<file path="config.mk">
export PLATFORM = sky130hd
export DESIGN_NAME = regfile_writeback
export DESIGN_NICKNAME = d
export VERILOG_FILES = /design/src/rtl/regfile_writeback.sv
export SDC_FILE = /design/constraint.sdc
export NUM_CORES = 1
export LEC_CHECK = 0
export CORE_MARGIN = 2
export CORE_UTILIZATION = 46
export CTS_CLUSTER_SIZE = 8
export DETAILED_ROUTE_END_ITERATION = 10
export HOLD_SLACK_MARGIN = 0.08
export PLACE_DENSITY_LB_ADDON = 0.3
export SYNTH_ARGS = -nofsm -noshare
export SYNTH_HDL_FRONTEND = slang
export SYNTH_SLANG_ARGS = --single-unit
</file>
<file path="constraint.sdc">
create_clock -name clk -period 4.2 [get_ports clk]
set_input_delay 0.84 -clock clk [delete_from_list [all_inputs] [get_ports clk]]
set_output_delay 0.84 -clock clk [all_outputs]
set_load 0.01 [all_outputs]
</file>
<file path="src/rtl/regfile_writeback.sv">
// regfile_writeback: arbitrates the register file write port between the
// single-cycle ALU path and a FIFO of long-latency results, and keeps a
// pending-write scoreboard that decode uses for RAW hazard detection.
module regfile_writeback #(
    parameter int XLEN         = 32,
    parameter int FIFO_DEPTH   = 4,
    parameter int STARVE_LIMIT = 3
) (
    input  logic            clk,
    input  logic            reset_n,
    input  logic            alu_valid,
    input  logic [4:0]      alu_rd,
    input  logic [XLEN-1:0] alu_data,
    output logic            alu_stall,
    input  logic            ext_valid,
    output logic            ext_ready,
    input  logic [4:0]      ext_rd,
    input  logic [XLEN-1:0] ext_data,
    input  logic            issue_valid,
    input  logic [4:0]      issue_rd,
    input  logic [4:0]      query_rs1,
    input  logic [4:0]      query_rs2,
    output logic            rs1_busy,
    output logic            rs2_busy,
    output logic            wen,
    output logic [4:0]      waddr,
    output logic [XLEN-1:0] wdata
);

    localparam int AW = $clog2(FIFO_DEPTH);
    localparam int SW = $clog2(STARVE_LIMIT + 1);
    localparam logic [AW:0]   DEPTH_C = (AW+1)'(FIFO_DEPTH);
    localparam logic [SW-1:0] LIMIT_C = SW'(STARVE_LIMIT);

    // Saturating increment of the starvation counter.
    function automatic logic [SW-1:0] sat_inc(input logic [SW-1:0] v);
        return (v == LIMIT_C) ? v : v + SW'(1);
    endfunction

    logic [4:0]      rd_mem_q   [FIFO_DEPTH];
    logic [XLEN-1:0] data_mem_q [FIFO_DEPTH];

    // Pointers carry one extra bit so full and empty are distinguishable.
    logic [AW:0]     wr_ptr_q, wr_ptr_d;
    logic [AW:0]     rd_ptr_q, rd_ptr_d;
    logic [AW:0]     count;
    logic [SW-1:0]   starve_q, starve_d;
    logic [31:0]     pend_q, pend_d;
    logic            wen_q, wen_d;
    logic [4:0]      waddr_q, waddr_d;
    logic [XLEN-1:0] wdata_q, wdata_d;

    logic            full, empty, push, pop;
    logic            alu_cand, sel_fifo;
    logic [4:0]      head_rd;
    logic [XLEN-1:0] head_data;

    assign count     = wr_ptr_q - rd_ptr_q;
    assign full      = (count == DEPTH_C);
    assign empty     = (count == '0);
    assign ext_ready = !full;
    assign push      = ext_valid && !full;
    assign head_rd   = rd_mem_q[rd_ptr_q[AW-1:0]];
    assign head_data = data_mem_q[rd_ptr_q[AW-1:0]];

    // ALU has priority unless the FIFO head has waited STARVE_LIMIT cycles.
    // An ALU write to x0 is never a candidate, so it is simply absorbed.
    assign alu_cand  = alu_valid && (alu_rd != 5'd0);
    assign sel_fifo  = !empty && (!alu_cand || (starve_q == LIMIT_C));
    assign pop       = sel_fifo;
    assign alu_stall = alu_cand && sel_fifo;

    assign rs1_busy  = pend_q[query_rs1];
    assign rs2_busy  = pend_q[query_rs2];
    assign wen       = wen_q;
    assign waddr     = waddr_q;
    assign wdata     = wdata_q;

    // Next-state: pointers, starvation counter, write port, scoreboard.
    always_comb begin
        wr_ptr_d = push ? wr_ptr_q + (AW+1)'(1) : wr_ptr_q;
        rd_ptr_d = pop  ? rd_ptr_q + (AW+1)'(1) : rd_ptr_q;

        if (empty || pop) starve_d = '0;
        else              starve_d = sat_inc(starve_q);

        wen_d   = 1'b0;
        waddr_d = waddr_q;
        wdata_d = wdata_q;
        if (sel_fifo) begin
            if (head_rd != 5'd0) begin
                wen_d   = 1'b1;
                waddr_d = head_rd;
                wdata_d = head_data;
            end
        end else if (alu_cand) begin
            wen_d   = 1'b1;
            waddr_d = alu_rd;
            wdata_d = alu_data;
        end

        // Clear first so a same-cycle issue to the same register wins.
        pend_d = pend_q;
        if (pop && (head_rd != 5'd0))
            pend_d[head_rd] = 1'b0;
        if (issue_valid && (issue_rd != 5'd0))
            pend_d[issue_rd] = 1'b1;
        pend_d[0] = 1'b0;
    end

    // Control and output registers, cleared asynchronously.
    always_ff @(posedge clk or negedge reset_n) begin
        if (!reset_n) begin
            wr_ptr_q <= '0;
            rd_ptr_q <= '0;
            starve_q <= '0;
            pend_q   <= '0;
            wen_q    <= 1'b0;
            waddr_q  <= '0;
            wdata_q  <= '0;
        end else begin
            wr_ptr_q <= wr_ptr_d;
            rd_ptr_q <= rd_ptr_d;
            starve_q <= starve_d;
            pend_q   <= pend_d;
            wen_q    <= wen_d;
            waddr_q  <= waddr_d;
            wdata_q  <= wdata_d;
        end
    end

    // FIFO storage; contents are only meaningful between the pointers.
    always_ff @(posedge clk) begin
        if (push) begin
            rd_mem_q[wr_ptr_q[AW-1:0]]   <= ext_rd;
            data_mem_q[wr_ptr_q[AW-1:0]] <= ext_data;
        end
    end

endmodule

</file>
# Word-level counts from Yosys, hierarchy flattened
# Memories as Yosys holds them, arrays and structs flattened.
# Index checks and enable logic that the tools add are counted.
[classes] reduce_logical=19 bitwise=3 magnitude_cmp=6 add_sub_neg=4 n_eq_ne=4 mux=23
[op_table] operator="$mux W32" count=5
[op_table] operator="$and A32 B32 Y32" count=1
[op_table] operator="$not A32 Y32" count=1
[op_table] operator="$or A32 B32 Y32" count=1
[op_table] operator="$lt A5 B6 Y1 const B" count=4
[op_table] operator="$mux W5" count=3
[op_table] operator="$reduce_bool A5 Y1" count=3
[op_table] operator="$bmux W1 S5" count=2
[op_table] operator="$demux W1 S5" count=2
[op_table] operator="$ge A5 B1 Y1 const B" count=2
[op_table] operator="$mux W1" count=9
[op_table] operator="$logic_and A1 B1 Y1" count=8
[op_table] operator="$add A3 B1 Y3 const B" count=2
[op_table] operator="$mux W2" count=2
[op_table] operator="$ne A2 B1 Y1 const B" count=2
[op_table] operator="$eq A3 B3 Y1 const B" count=1
[op_table] operator="$logic_not A1 Y1" count=3
[op_table] operator="$logic_not A3 Y1" count=1
[op_table] operator="$sub A3 B3 Y3" count=1
[op_table] operator="$add A2 B1 Y2 const B" count=1
[op_table] operator="$eq A2 B2 Y1 const B" count=1
[op_table] operator="$logic_or A1 B1 Y1" count=2
[op_table] operator="$reduce_and A2 Y1" count=1
[op_table] operator="$reduce_bool A2 Y1" count=1
[totals] out_inout_bits=42 mem_bits_rw=148 mem_count=2 ff_bits=77
[memory_table] name="data_mem_q" words=4 word_bits=32 rd=1 rd_ports_with_merged_regs=0 write_ports=1 line="41" rtl="logic [XLEN-1:0] data_mem_q [FIFO_DEPTH];"
[memory_table] name="rd_mem_q" words=4 word_bits=5 rd=1 rd_ports_with_merged_regs=0 write_ports=1 line="40" rtl="logic [4:0] rd_mem_q [FIFO_DEPTH];"

# Logic depth before layout (Yosys ltp)
# An unclocked memory read counts as a cell.
[depth] ltp_word=10 depth_mapped=11 mapped_depth_nobuf=7

# Worst setup path before layout
# Ideal clock, no wire load.
[synth_timing] path_kind="input to output" startpoint="input query_rs1[0]" endpoint="output rs1_busy" stages=4 arrival_time_ns=2.482 n_path_buf=1 slack_ns=0.878 t_required_ns=3.360 path_cell_list="clkbuf_1 > mux4_2 > mux4_2 > mux2_2"
[synth_between] elab_chain_cells=2
[synth_rtl] item="start: declaration" line="21" rtl="input logic [4:0] query_rs1,"
[synth_rtl] item="$bmux W1 S5" line="73" rtl="assign rs1_busy = pend_q[query_rs1];"
[synth_rtl] item="$mux W1 (not written as such)" line="73"
[synth_rtl] item="end: declaration" line="23" rtl="output logic rs1_busy,"
# Every way passes these cells. The select of a mux whose other input is x is not followed.

# Worst setup path in the final report
# Same ends and word-level chain as after synthesis.

==> impl_results.html <==
<table>
<tr><th>Metric</th><th>Value</th></tr>
<tr><th colspan="2">Timing</th></tr>
<tr><td>Maximum clock frequency</td><td>0.243 GHz</td></tr>
<tr><td>Setup repair after global routing missed its margin</td><td>false</td></tr>
<tr><td>Transition at the pin with the smallest max-transition slack</td><td>between 1 and 1.5 ns</td></tr>
<tr><td>Total count of hold-check failures in the final report</td><td>0</td></tr>
<tr><td>Setup Skew</td><td>approximately 0.012 ns</td></tr>
<tr><td>Total count of max-transition violations in the final report</td><td>0</td></tr>
<tr><td>Slew headroom</td><td>0.174</td></tr>
<tr><td>Shortest clock period the worst path allows after layout</td><td>4.12 ns</td></tr>
<tr><td>Count of endpoints failing setup in the final report</td><td>0</td></tr>
<tr><td>Fraction of the cycle the final worst path needs</td><td>0.980</td></tr>
<tr><td>Post-Route Setup TNS</td><td>0 ns</td></tr>
<tr><th colspan="2">Min path</th></tr>
<tr><td>Min-Delay Path Class</td><td>register to register</td></tr>
<tr><td>Worst Hold Launch</td><td>starve_q[0]</td></tr>
<tr><th colspan="2">Route</th></tr>
<tr><td>Average detailed-routed wire length per instance</td><td>23.3 um</td></tr>
<tr><td>Residual antenna-violating net count after detailed routing</td><td>0</td></tr>
<tr><td>Mean number of vias per cell</td><td>~5.9</td></tr>
<tr><td>Routed Wire Length</td><td>22900 um</td></tr>
<tr><td>Number of remaining DRC errors</td><td>0</td></tr>
<tr><td>DRC violation total after the first TritonRoute iteration</td><td>359</td></tr>
<tr><td>Detailed Routing Iterations Pass 1</td><td>5</td></tr>
<tr><td>Vias post-DR</td><td>roughly 5800</td></tr>
<tr><th colspan="2">Final layout</th></tr>
<tr><td>Proportion of layout cells with a drive suffix above 1</td><td>0.162</td></tr>
<tr><td>Number of nets in the final layout</td><td>a little under 800</td></tr>
<tr><td>Number of antenna cells inserted</td><td>0</td></tr>
<tr><td>Area taken by flip-flops and latches</td><td>6370 um^2</td></tr>
<tr><td>Synth-to-Final Area Change</td><td>27.4%</td></tr>
<tr><td>Area of combinational cells with multiple inputs</td><td>2900 um^2</td></tr>
<tr><td>Fill cells</td><td>between 1500 and 2000</td></tr>
<tr><td>End-of-flow core utilization</td><td>0.598</td></tr>
<tr><th colspan="2">Power</th></tr>
<tr><td>Combinational cell fraction of total power</td><td>0.345</td></tr>
<tr><td>Switching power</td><td>2.96 mW</td></tr>
<tr><td>P_leak</td><td>4.23 nW</td></tr>
<tr><td>Switching part of the total power</td><td>0.323</td></tr>
<tr><td>Fraction of power consumed by the clock network</td><td>0.270</td></tr>
<tr><td>Internal power contribution</td><td>6.20 mW</td></tr>
<tr><td>Sequential share of power</td><td>0.385</td></tr>
<tr><td>VDD IR max</td><td>approximately 0.36 mV</td></tr>
<tr><td>Power per cell area</td><td>between 700 and 800 nW/um^2</td></tr>
<tr><th colspan="2">Yosys</th></tr>
<tr><td>Sequential cell area fraction in the yosys report</td><td>0.669</td></tr>
<tr><td>Number of distinct library cells after synthesis</td><td>46</td></tr>
<tr><td>Area share of the largest cell type after synthesis</td><td>0.467</td></tr>
<tr><td>Register bit total from synthesis</td><td>225</td></tr>
<tr><td>Mapped Area</td><td>between 9000 and 10000 um^2</td></tr>
<tr><td>Number of synthesis warnings</td><td>0</td></tr>
<tr><td>Post-synthesis cell type with the largest combined area</td><td>sky130_fd_sc_hd__edfxtp_1</td></tr>
<tr><td>Share of flip-flops with an asynchronous set or reset after synthesis</td><td>0.342</td></tr>
<tr><td>Number of flops mapped to enable cells by yosys</td><td>148</td></tr>
<tr><td>Syn Nets</td><td>~640</td></tr>
<tr><td>Number of instances in the synthesized netlist</td><td>533</td></tr>
<tr><td>Top-count cell post-synth</td><td>sky130_fd_sc_hd__edfxtp_1</td></tr>
<tr><td>Most frequently used flop master after synthesis</td><td>sky130_fd_sc_hd__edfxtp_1</td></tr>
<tr><td>Average instance area after synthesis</td><td>17.9 um^2</td></tr>
<tr><td>Most numerous cell types in the synthesized netlist</td><td>sky130_fd_sc_hd__edfxtp_1, sky130_fd_sc_hd__dfrtp_1, sky130_fd_sc_hd__o21ai_0, sky130_fd_sc_hd__mux4_2, sky130_fd_sc_hd__or3_1</td></tr>
<tr><td>Leading post-synthesis cells by cell area</td><td>sky130_fd_sc_hd__edfxtp_1, sky130_fd_sc_hd__dfrtp_1, sky130_fd_sc_hd__mux4_2</td></tr>
<tr><th colspan="2">Die</th></tr>
<tr><td>Die span in x</td><td>148 um</td></tr>
<tr><td>Total number of placement rows</td><td>52</td></tr>
<tr><td>Core Box Area</td><td>~20000 um^2</td></tr>
<tr><td>Starting density of the core</td><td>0.469</td></tr>
<tr><td>Die span in y</td><td>roughly 150 um</td></tr>
<tr><td>Num ports</td><td>136</td></tr>
<tr><td>Area of the die</td><td>21900 um^2</td></tr>
<tr><th colspan="2">Clocking</th></tr>
<tr><td>Maximum level of the CTS H-tree</td><td>2</td></tr>
<tr><td>TritonCTS clock tree</td><td>done</td></tr>
<tr><td>Maximum clock insertion buffer count</td><td>3</td></tr>
<tr><td>Clock tree root driver cell</td><td>sky130_fd_sc_hd__clkbuf_16</td></tr>
<tr><td>Total of hold buffers inserted after clock tree synthesis</td><td>0</td></tr>
<tr><td>Setup Fix Bufs, Post-CTS</td><td>0</td></tr>
<tr><td>Number of sinks driven by the clock tree</td><td>roughly 230</td></tr>
<tr><td>Worst-Skew Late Latency</td><td>0.52 ns</td></tr>
<tr><td>CTS Buf Count</td><td>34</td></tr>
<tr><td>Reg clk slew, reported paths</td><td>0.05 ns</td></tr>
<tr><td>Post-cts repair resize count</td><td>0</td></tr>
<tr><th colspan="2">Setup path</th></tr>
<tr><td>FF-to-FF Start</td><td>rd_ptr_q[0]</td></tr>
<tr><td>CP Capture Type</td><td>output pin</td></tr>
<tr><td>Setup slack, reg-to-reg</td><td>approximately 0.85 ns</td></tr>
<tr><td>Crit Reg-Reg Endpoint</td><td>wdata[20]</td></tr>
<tr><td>Highest fanout seen on the critical path</td><td>5</td></tr>
<tr><td>Worst Path Required</td><td>around 3.4 ns</td></tr>
<tr><td>Arrival time worst endpoint</td><td>3.28 ns</td></tr>
<tr><td>Worst Reg-to-Reg Cells</td><td>7</td></tr>
<tr><td>Critical Setup Path Class</td><td>input port to output pin</td></tr>
<tr><td>Launching element of the worst setup path</td><td>query_rs1[0]</td></tr>
<tr><td>Startpoint type of the worst setup path</td><td>input port</td></tr>
<tr><td>CP Capture Point</td><td>rs1_busy</td></tr>
<tr><th colspan="2">GRT</th></tr>
<tr><td>First-pass GRT wire length</td><td>35800 um</td></tr>
<tr><td>Combined global-route utilization of all metal layers</td><td>0.216</td></tr>
<tr><td>Maximum number of pins on one net before global-route repair</td><td>78</td></tr>
<tr><td>Via count of the first global-routing pass</td><td>between 6000 and 7000</td></tr>
<tr><td>Number of antenna violations at the first check in global routing</td><td>0</td></tr>
<tr><td>Residual overflow from global routing</td><td>0</td></tr>
<tr><th colspan="2">Place</th></tr>
<tr><td>Total half-perimeter wirelength after legalization and detailed placement</td><td>14600 um</td></tr>
<tr><td>Global placer's final weighted congestion</td><td>0.923</td></tr>
<tr><td>Number of buffers inserted by port buffering</td><td>about 140</td></tr>
<tr><th colspan="2">Flow run</th></tr>
<tr><td>Max capacitance violation total</td><td>0</td></tr>
<tr><th colspan="2">Outcome</th></tr>
<tr><td>Status</td><td>finished, final reports clean</td></tr>
</table>
## critical path: stages
cell	delay, ns
sky130_fd_sc_hd__clkdlybuf4s50_1	0.66
sky130_fd_sc_hd__mux4_2	0.55
sky130_fd_sc_hd__mux4_2	0.48
sky130_fd_sc_hd__mux2_2	0.27
sky130_fd_sc_hd__clkdlybuf4s50_1	0.48
## cell usage in the layout (no fill, tap or decap), types with 2 or more instances in the layout
cell type                         netlist  layout
sky130_fd_sc_hd__and2_2                 1       5
sky130_fd_sc_hd__buf_12                 0       2
sky130_fd_sc_hd__buf_4                  0      16
sky130_fd_sc_hd__clkbuf_1               5      19
sky130_fd_sc_hd__clkbuf_16              0      34
sky130_fd_sc_hd__clkdlybuf4s50_1        0     134
sky130_fd_sc_hd__dfrtp_1               77      75
sky130_fd_sc_hd__dfrtp_2                0       2
sky130_fd_sc_hd__edfxtp_1             148     148
sky130_fd_sc_hd__ha_1                   8       8
sky130_fd_sc_hd__inv_1                  5       5
sky130_fd_sc_hd__mux2_2                 4       4
sky130_fd_sc_hd__mux4_1                16      16
sky130_fd_sc_hd__mux4_2                39      39
sky130_fd_sc_hd__nand2_1               13      13
sky130_fd_sc_hd__nand2b_1               4       3
sky130_fd_sc_hd__nand3_1                5       5
sky130_fd_sc_hd__nand3b_1               6       6
sky130_fd_sc_hd__nor2_1                 6       6
sky130_fd_sc_hd__nor2b_1                2       2
sky130_fd_sc_hd__o2111ai_1              3       3
sky130_fd_sc_hd__o21ai_0               52      52
sky130_fd_sc_hd__o21ai_1               12      12
sky130_fd_sc_hd__o221a_1               37      37
sky130_fd_sc_hd__o41ai_1                2       2
sky130_fd_sc_hd__or3_1                 38      38
sky130_fd_sc_hd__or3b_2                 2       2
sky130_fd_sc_hd__xnor2_1                5       5
## metal layers
layer	vias up	wire [um]	track usage
met1	2931	9230	0.283
met2	249	11400	0.357
li1	2528	-	-
met4	0	625	0.0705
met5	-	0	0
met3	62	1620	0.0565
## power groups by stage
stage                     combinational [mW]  sequential (mW)  clock, mW
after CTS                               3.20             3.53       2.53
after detailed placement                3.18             3.56          0
after global placement                  3.09             3.51          0
after global routing                    3.43             3.59       2.64
after floorplan                         2.05             3.46          0
final                                   3.16             3.53       2.47
## final cells by class
type | count | area share
sequential | 225 | 0.525
multi-input combinational | 274 | 0.239
timing repair buffer | 152 | 0.124
clock buffer | 53 | 0.0760
tap | 270 | 0.0279
clock inverter | 4 | 0.00557
inverter | 6 | 0.00186
## cells by family (layout without fill, tap and decap cells)
family	Yosys count	in the layout	synth area share
DFF	225	225	0.669
AOI/OAI and AO/OA	113	113	0.0886
and+or+nand+nor	88	88	0.0559
muxes	59	59	0.141
buffers and inverters	34	215	0.0292
adders and majority gates	8	8	0.0105
xor gates and xnor gates	6	6	0.00552
## worst min path at each step
stage | endpoint | slack, ns | cells after the start
3_3_place_gp | starve_q[0] | 0.43 | 1
4_1_cts | starve_q[0] | 0.45 | 1
6_report | starve_q[0] | 0.44 | 1
3_5_place_dp | starve_q[0] | 0.44 | 1
5_1_grt | starve_q[0] | 0.46 | 1
2_1_floorplan | starve_q[0] | 0.42 | 1
## per-stage QoR
stage	hold slack, ns	power (mW)	std cells	setup WS (ns)	area, um^2
floorplan	0.419	5.51	533	0.878	9520
global placement	0.427	6.60	927	0.127	11100
detailed placement	0.435	6.74	927	0.0781	11100
CTS	0.448	9.26	984	0.0739	12100
global route	0.460	9.65	984	0.0293	12100
finish	0.444	9.16	984	0.0827	12100
## registers in the layout, summed over array words and instances (netlist names)
register,flops
wen,1
data_mem_q,128
rd_mem_q,20
wdata,32
pend_q,31
wr_ptr_q,3
starve_q,2
rd_ptr_q,3
waddr,5
Note: power is estimated with default switching activity, not from simulation.
